==> src/rtl/qspi_arb.sv <==
// rtl/qspi_arb.sv - round-robin arbiter and sequencer sharing one qspi line-transfer engine
// among three requesters, with a per-transfer watchdog.
module qspi_arb #(
  parameter int PA          = 24,
  parameter int LINE_LENGTH = 4,
  parameter int TIMEOUT     = 255,
  localparam int TW = PA - $clog2(LINE_LENGTH),
  localparam int CW = $clog2(TIMEOUT + 1)
) (
  input  logic          clk_i,
  input  logic          rst_ni,
  input  logic [2:0]    req_i,
  input  logic [2:0]    wr_i,
  input  logic [1:0]    mem0_i,
  input  logic [1:0]    mem1_i,
  input  logic [1:0]    mem2_i,
  input  logic [TW-1:0] tag0_i,
  input  logic [TW-1:0] tag1_i,
  input  logic [TW-1:0] tag2_i,
  output logic [2:0]    gnt_o,
  output logic [2:0]    done_o,
  output logic          err_o,
  output logic          q_req_o,
  output logic          q_write_o,
  output logic          q_i_d_o,
  output logic [1:0]    q_mem_o,
  output logic [TW-1:0] q_paddr_o,
  input  logic          q_done_i
);

  typedef enum logic [1:0] {IDLE, BUSY, GAP} state_t;

  state_t        state_q, state_d;
  logic [2:0]    gnt_q, gnt_d;
  logic [2:0]    done_q, done_d;
  logic          err_q, err_d;
  logic          q_req_q, q_req_d;
  logic          q_write_q, q_write_d;
  logic          q_i_d_q, q_i_d_d;
  logic [1:0]    q_mem_q, q_mem_d;
  logic [TW-1:0] q_paddr_q, q_paddr_d;
  logic [1:0]    last_q, last_d;
  logic [CW-1:0] cnt_q, cnt_d;

  logic [1:0]    c1, c2, win;
  logic [1:0]    win_mem;
  logic [TW-1:0] win_tag;

  function automatic logic [1:0] rr_next(input logic [1:0] x);
    return (x == 2'd2) ? 2'd0 : x + 2'd1;
  endfunction

  // Search order is last+1, last+2, then last itself, so the previous winner goes to the back.
  always_comb begin
    c1 = rr_next(last_q);
    c2 = rr_next(c1);
    if (req_i[c1])      win = c1;
    else if (req_i[c2]) win = c2;
    else                win = last_q;
    case (win)
      2'd0:    begin win_mem = mem0_i; win_tag = tag0_i; end
      2'd1:    begin win_mem = mem1_i; win_tag = tag1_i; end
      default: begin win_mem = mem2_i; win_tag = tag2_i; end
    endcase
  end

  always_comb begin
    state_d   = state_q;
    gnt_d     = gnt_q;
    done_d    = 3'b000;
    err_d     = 1'b0;
    q_req_d   = q_req_q;
    q_write_d = q_write_q;
    q_i_d_d   = q_i_d_q;
    q_mem_d   = q_mem_q;
    q_paddr_d = q_paddr_q;
    last_d    = last_q;
    cnt_d     = cnt_q;
    case (state_q)
      IDLE: begin
        if (req_i != 3'b000) begin
          gnt_d     = 3'b001 << win;
          q_write_d = wr_i[win];
          q_mem_d   = win_mem;
          q_paddr_d = win_tag;
          q_i_d_d   = (win == 2'd0);
          q_req_d   = 1'b1;
          last_d    = win;
          cnt_d     = '0;
          state_d   = BUSY;
        end
      end
      BUSY: begin
        cnt_d = cnt_q + 1'b1;
        // A completion in the same cycle as the watchdog expiry is a normal finish.
        if (q_done_i || cnt_q == CW'(TIMEOUT)) begin
          done_d  = gnt_q;
          err_d   = ~q_done_i;
          q_req_d = 1'b0;
          gnt_d   = 3'b000;
          q_i_d_d = 1'b0;
          state_d = GAP;
        end
      end
      default: state_d = IDLE;
    endcase
  end

  always_ff @(posedge clk_i or negedge rst_ni) begin
    if (!rst_ni) begin
      state_q   <= IDLE;
      gnt_q     <= 3'b000;
      done_q    <= 3'b000;
      err_q     <= 1'b0;
      q_req_q   <= 1'b0;
      q_write_q <= 1'b0;
      q_i_d_q   <= 1'b0;
      q_mem_q   <= 2'd0;
      q_paddr_q <= '0;
      last_q    <= 2'd2;
      cnt_q     <= '0;
    end else begin
      state_q   <= state_d;
      gnt_q     <= gnt_d;
      done_q    <= done_d;
      err_q     <= err_d;
      q_req_q   <= q_req_d;
      q_write_q <= q_write_d;
      q_i_d_q   <= q_i_d_d;
      q_mem_q   <= q_mem_d;
      q_paddr_q <= q_paddr_d;
      last_q    <= last_d;
      cnt_q     <= cnt_d;
    end
  end

  assign gnt_o     = gnt_q;
  assign done_o    = done_q;
  assign err_o     = err_q;
  assign q_req_o   = q_req_q;
  assign q_write_o = q_write_q;
  assign q_i_d_o   = q_i_d_q;
  assign q_mem_o   = q_mem_q;
  assign q_paddr_o = q_paddr_q;

endmodule
==> config.mk <==
export PLATFORM = sky130hd
export DESIGN_NAME = qspi_arb
export DESIGN_NICKNAME = d
export VERILOG_FILES = /design/src/rtl/qspi_arb.sv
export SDC_FILE = /design/constraint.sdc
export NUM_CORES = 1
export LEC_CHECK = 0
export ABC_AREA = 1
export ABC_CLOCK_PERIOD_IN_PS = 2500
export CORE_MARGIN = 4
export CORE_UTILIZATION = 30
export CTS_CLUSTER_DIAMETER = 150
export CTS_CLUSTER_SIZE = 20
export DETAILED_ROUTE_END_ITERATION = 16
export DONT_BUFFER_PORTS = 1
export GPL_TIMING_DRIVEN = 0
export SYNTH_ARGS = -nofsm -noshare
export SYNTH_HDL_FRONTEND = slang
export SYNTH_SLANG_ARGS = --single-unit
==> constraint.sdc <==
create_clock -name clk_i -period 2.5 [get_ports clk_i]
set_input_delay 0.5 -clock clk_i [delete_from_list [all_inputs] [get_ports clk_i]]
set_output_delay 0.5 -clock clk_i [all_outputs]
set_load 0.01 [all_outputs]
==> impl_metrics.json <==
{
  "status": "completed",
  "crit_path_end_kind": "register",
  "hold_viol": 0,
  "cts_tree": "yes",
  "antenna_found_initial": 0,
  "crit_type": "register to register",
  "ys_warn_count": 0,
  "synth_common_cells": "99 x nand2_1, 53 x inv_1, 46 x nand3_1, 44 x dfrtp_1, 24 x nand4_1",
  "worstPathArrival_ps": 2160,
  "clock_sinks": 45,
  "layout.nets": 451,
  "setup-tns-final_ps": 0,
  "antenna_cells": 0,
  "gp_congestion": 0.791,
  "synth_edf_count": 0,
  "rsz0062_at_grt": "no",
  "critPathLaunch": "state_q[0]",
  "cp_max_fo": 10,
  "wl_met1_mm": 3.42,
  "hp-class": "input pin to async pin",
  "clock-skew-final_ps": 9.25,
  "required_ps": 2740,
  "die_y_um": 104,
  "grt_pass1_wl_mm": 12.8,
  "yosysTopAreaCellShare": 0.401,
  "synth_top_cells_by_area": "dfrtp_1 40%, nand2_1 14%, nand3_1 8.4%",
  "drive_gt1_frac": 0.173,
  "syn_avg_cell_area_um2": 7.61,
  "die_w_um": 104,
  "core.rowCount": 34,
  "grtUsageTotal": 0.149,
  "h-tree-depth": 2,
  "setup_viol": 0,
  "start_util": 0.312,
  "maxSlewHeadroom": 0.689,
  "core_area_um2": 8810,
  "wl_met2_mm": 3.97,
  "place_hpwl_mm": 6.29,
  "grt_max_degree": 45,
  "hold_buffers": 1,
  "finalMaxSlewViolations": 0,
  "grt_pass1_vias": 2339,
  "syn_area_um2": 2750,
  "synthCells": 361,
  "p_leak_nw": 1.52,
  "io_pins": 115,
  "post_drt_via_cell_ratio": 4.95,
  "powerDensity_nw_per_um2": 1280,
  "drt_iter0_drc": 94,
  "worstMarginPinSlew_ps": 466,
  "synth_nets": 443,
  "grt-ovfl-total": 0,
  "yosysMostFrequentCell": "nand2_1",
  "num_vias": 2365,
  "syn_to_final_growth_pct": 9.34,
  "clk_latency_ps": 300,
  "fin_area_um2": 3000,
  "cap_violations": 0,
  "cts_made_buffers": 5,
  "cts.path.max_buffers": 2,
  "wl_mm": 8.10,
  "clockRootBuffer": "clkbuf_8",
  "synth.distinct_cells": 31,
  "cts_setup_buffers": 0,
  "yosysSeqAreaShare": 0.410,
  "topRoutingLayerUsed": "met4",
  "drt_first_pass_iters": 4,
  "vdd_drop_max_mv": 0.477,
  "ys_seq_elements": 45,
  "wl_met3_um": 592,
  "cts_resized": 0,
  "die-area_um2": 10700,
  "wl_per_cell_um": 17.0,
  "async_reset_ff_frac": 1.00,
  "critPathLaunchType": "register",
  "synth_top_flop_cell": "dfrtp_1",
  "holdWs_ps": 26.8,
  "reg2reg_from": "state_q[0]",
  "synth_top_area_cell": "dfrtp_1",
  "period_needed_ps": 1930,
  "io_buffers": 0,
  "fmax_mhz": 519,
  "min_period_over_period": 0.770,
  "route.detailed.drc": 0,
  "clk_pin_slew_ps": 100,
  "drtAntennaViolNets": 0,
  "placed_area_um2": 2880
}
-- final timing paths --
kind                                 to  slack [ps]  depth (start not counted)
max                        q_paddr_o[9]         570                          6
min                           last_q[1]          30                          0
max reg2reg                q_paddr_o[9]         570                          6
min reg2reg                    cnt_q[0]         520                          1
max in group asynchronous  q_paddr_o[0]        2270                          1
min in group clk_i                err_o         250                          1
-- state kept, by name (all words and copies together), names as in the netlist --
signal / flops
cnt_q: 8
done_o: 3
err_o: 1
gnt_o: 2
last_q: 2
q_i_d_o: 1
q_mem_o: 2
q_paddr_o: 22
q_req_o: 1
q_write_o: 1
state_q: 2
-- kinds of logic (layout without fill, tap and decap cells) --
| family | Yosys count | after routing | share of synthesized area |
|---|---|---|---|
| flip-flops | 45 | 45 | 0.410 |
| buffers and inverters | 76 | 85 | 0.131 |
| AND/OR/NAND/NOR | 221 | 221 | 0.414 |
| adder cells (fa/ha/maj) | 1 | 1 | 0.00456 |
| AO/OA/AOI/OAI | 18 | 18 | 0.0401 |
-- metal layers --
metal  up-vias  track usage
met2        69        0.247
met4         0       0.0437
met1      1113        0.187
met3        10       0.0473
met5         -            0
li1       1173            -
-- per-stage QoR --
step	utilization	setup slack, ps	cells	power (W)
global placement	0.327	589	469	0.00335
detailed placement	0.327	533	469	0.00340
CTS	0.341	517	478	0.00391
finish	0.341	575	478	0.00385
global route	0.341	385	478	0.00423
floorplan	-	918	361	0.00288
-- area by class of cell --
| type | count | area (um2) |
|---|---|---|
| timing repair buffer | 1 | 27.5 |
| multi-input combinational | 240 | 1260 |
| inverter | 57 | 214 |
| buffer | 19 | 145 |
| clock inverter | 3 | 25.0 |
| tap | 108 | 135 |
| clock buffer | 5 | 68.8 |
| sequential | 45 | 1130 |
| fill | 950 | 5800 |
-- critical path, stage by stage (launching register included) --
cell     delay [ps]
dfrtp_1         380
or2_2           310
a31oi_2         290
inv_2           200
nor3_4          470
nand2_1         110
nand3_1          90
-- power by group --
group / internal (W) / total [W] / switching (W) / leakage (nW)
clock: 0.000204 / 0.000482 / 0.000278 / 0.0452
sequential: 0.00103 / 0.00136 / 0.000329 / 0.553
combinational: 0.000756 / 0.00200 / 0.00125 / 0.925
total: 0.00199 / 0.00385 / 0.00186 / 1.52
-- cells in the final DEF (no fill, tap or decap), types with 3 or more instances in the layout --
cell type  Yosys  routed
nand4_1       24      24
nand2_1       99      99
buf_6          4       4
nand3b_1       3       3
inv_1         53      53
nor2_1        13      13
o21ai_0       10      10
inv_2          3       3
nand3_1       46      46
dfrtp_1       44      44
nor3_1         3       3
clkbuf_8       0       5
or2_2         15      15
buf_2          7       7
buf_4          5       5
nand3_2       10      10
Note: power is estimated with default switching activity, not from simulation.
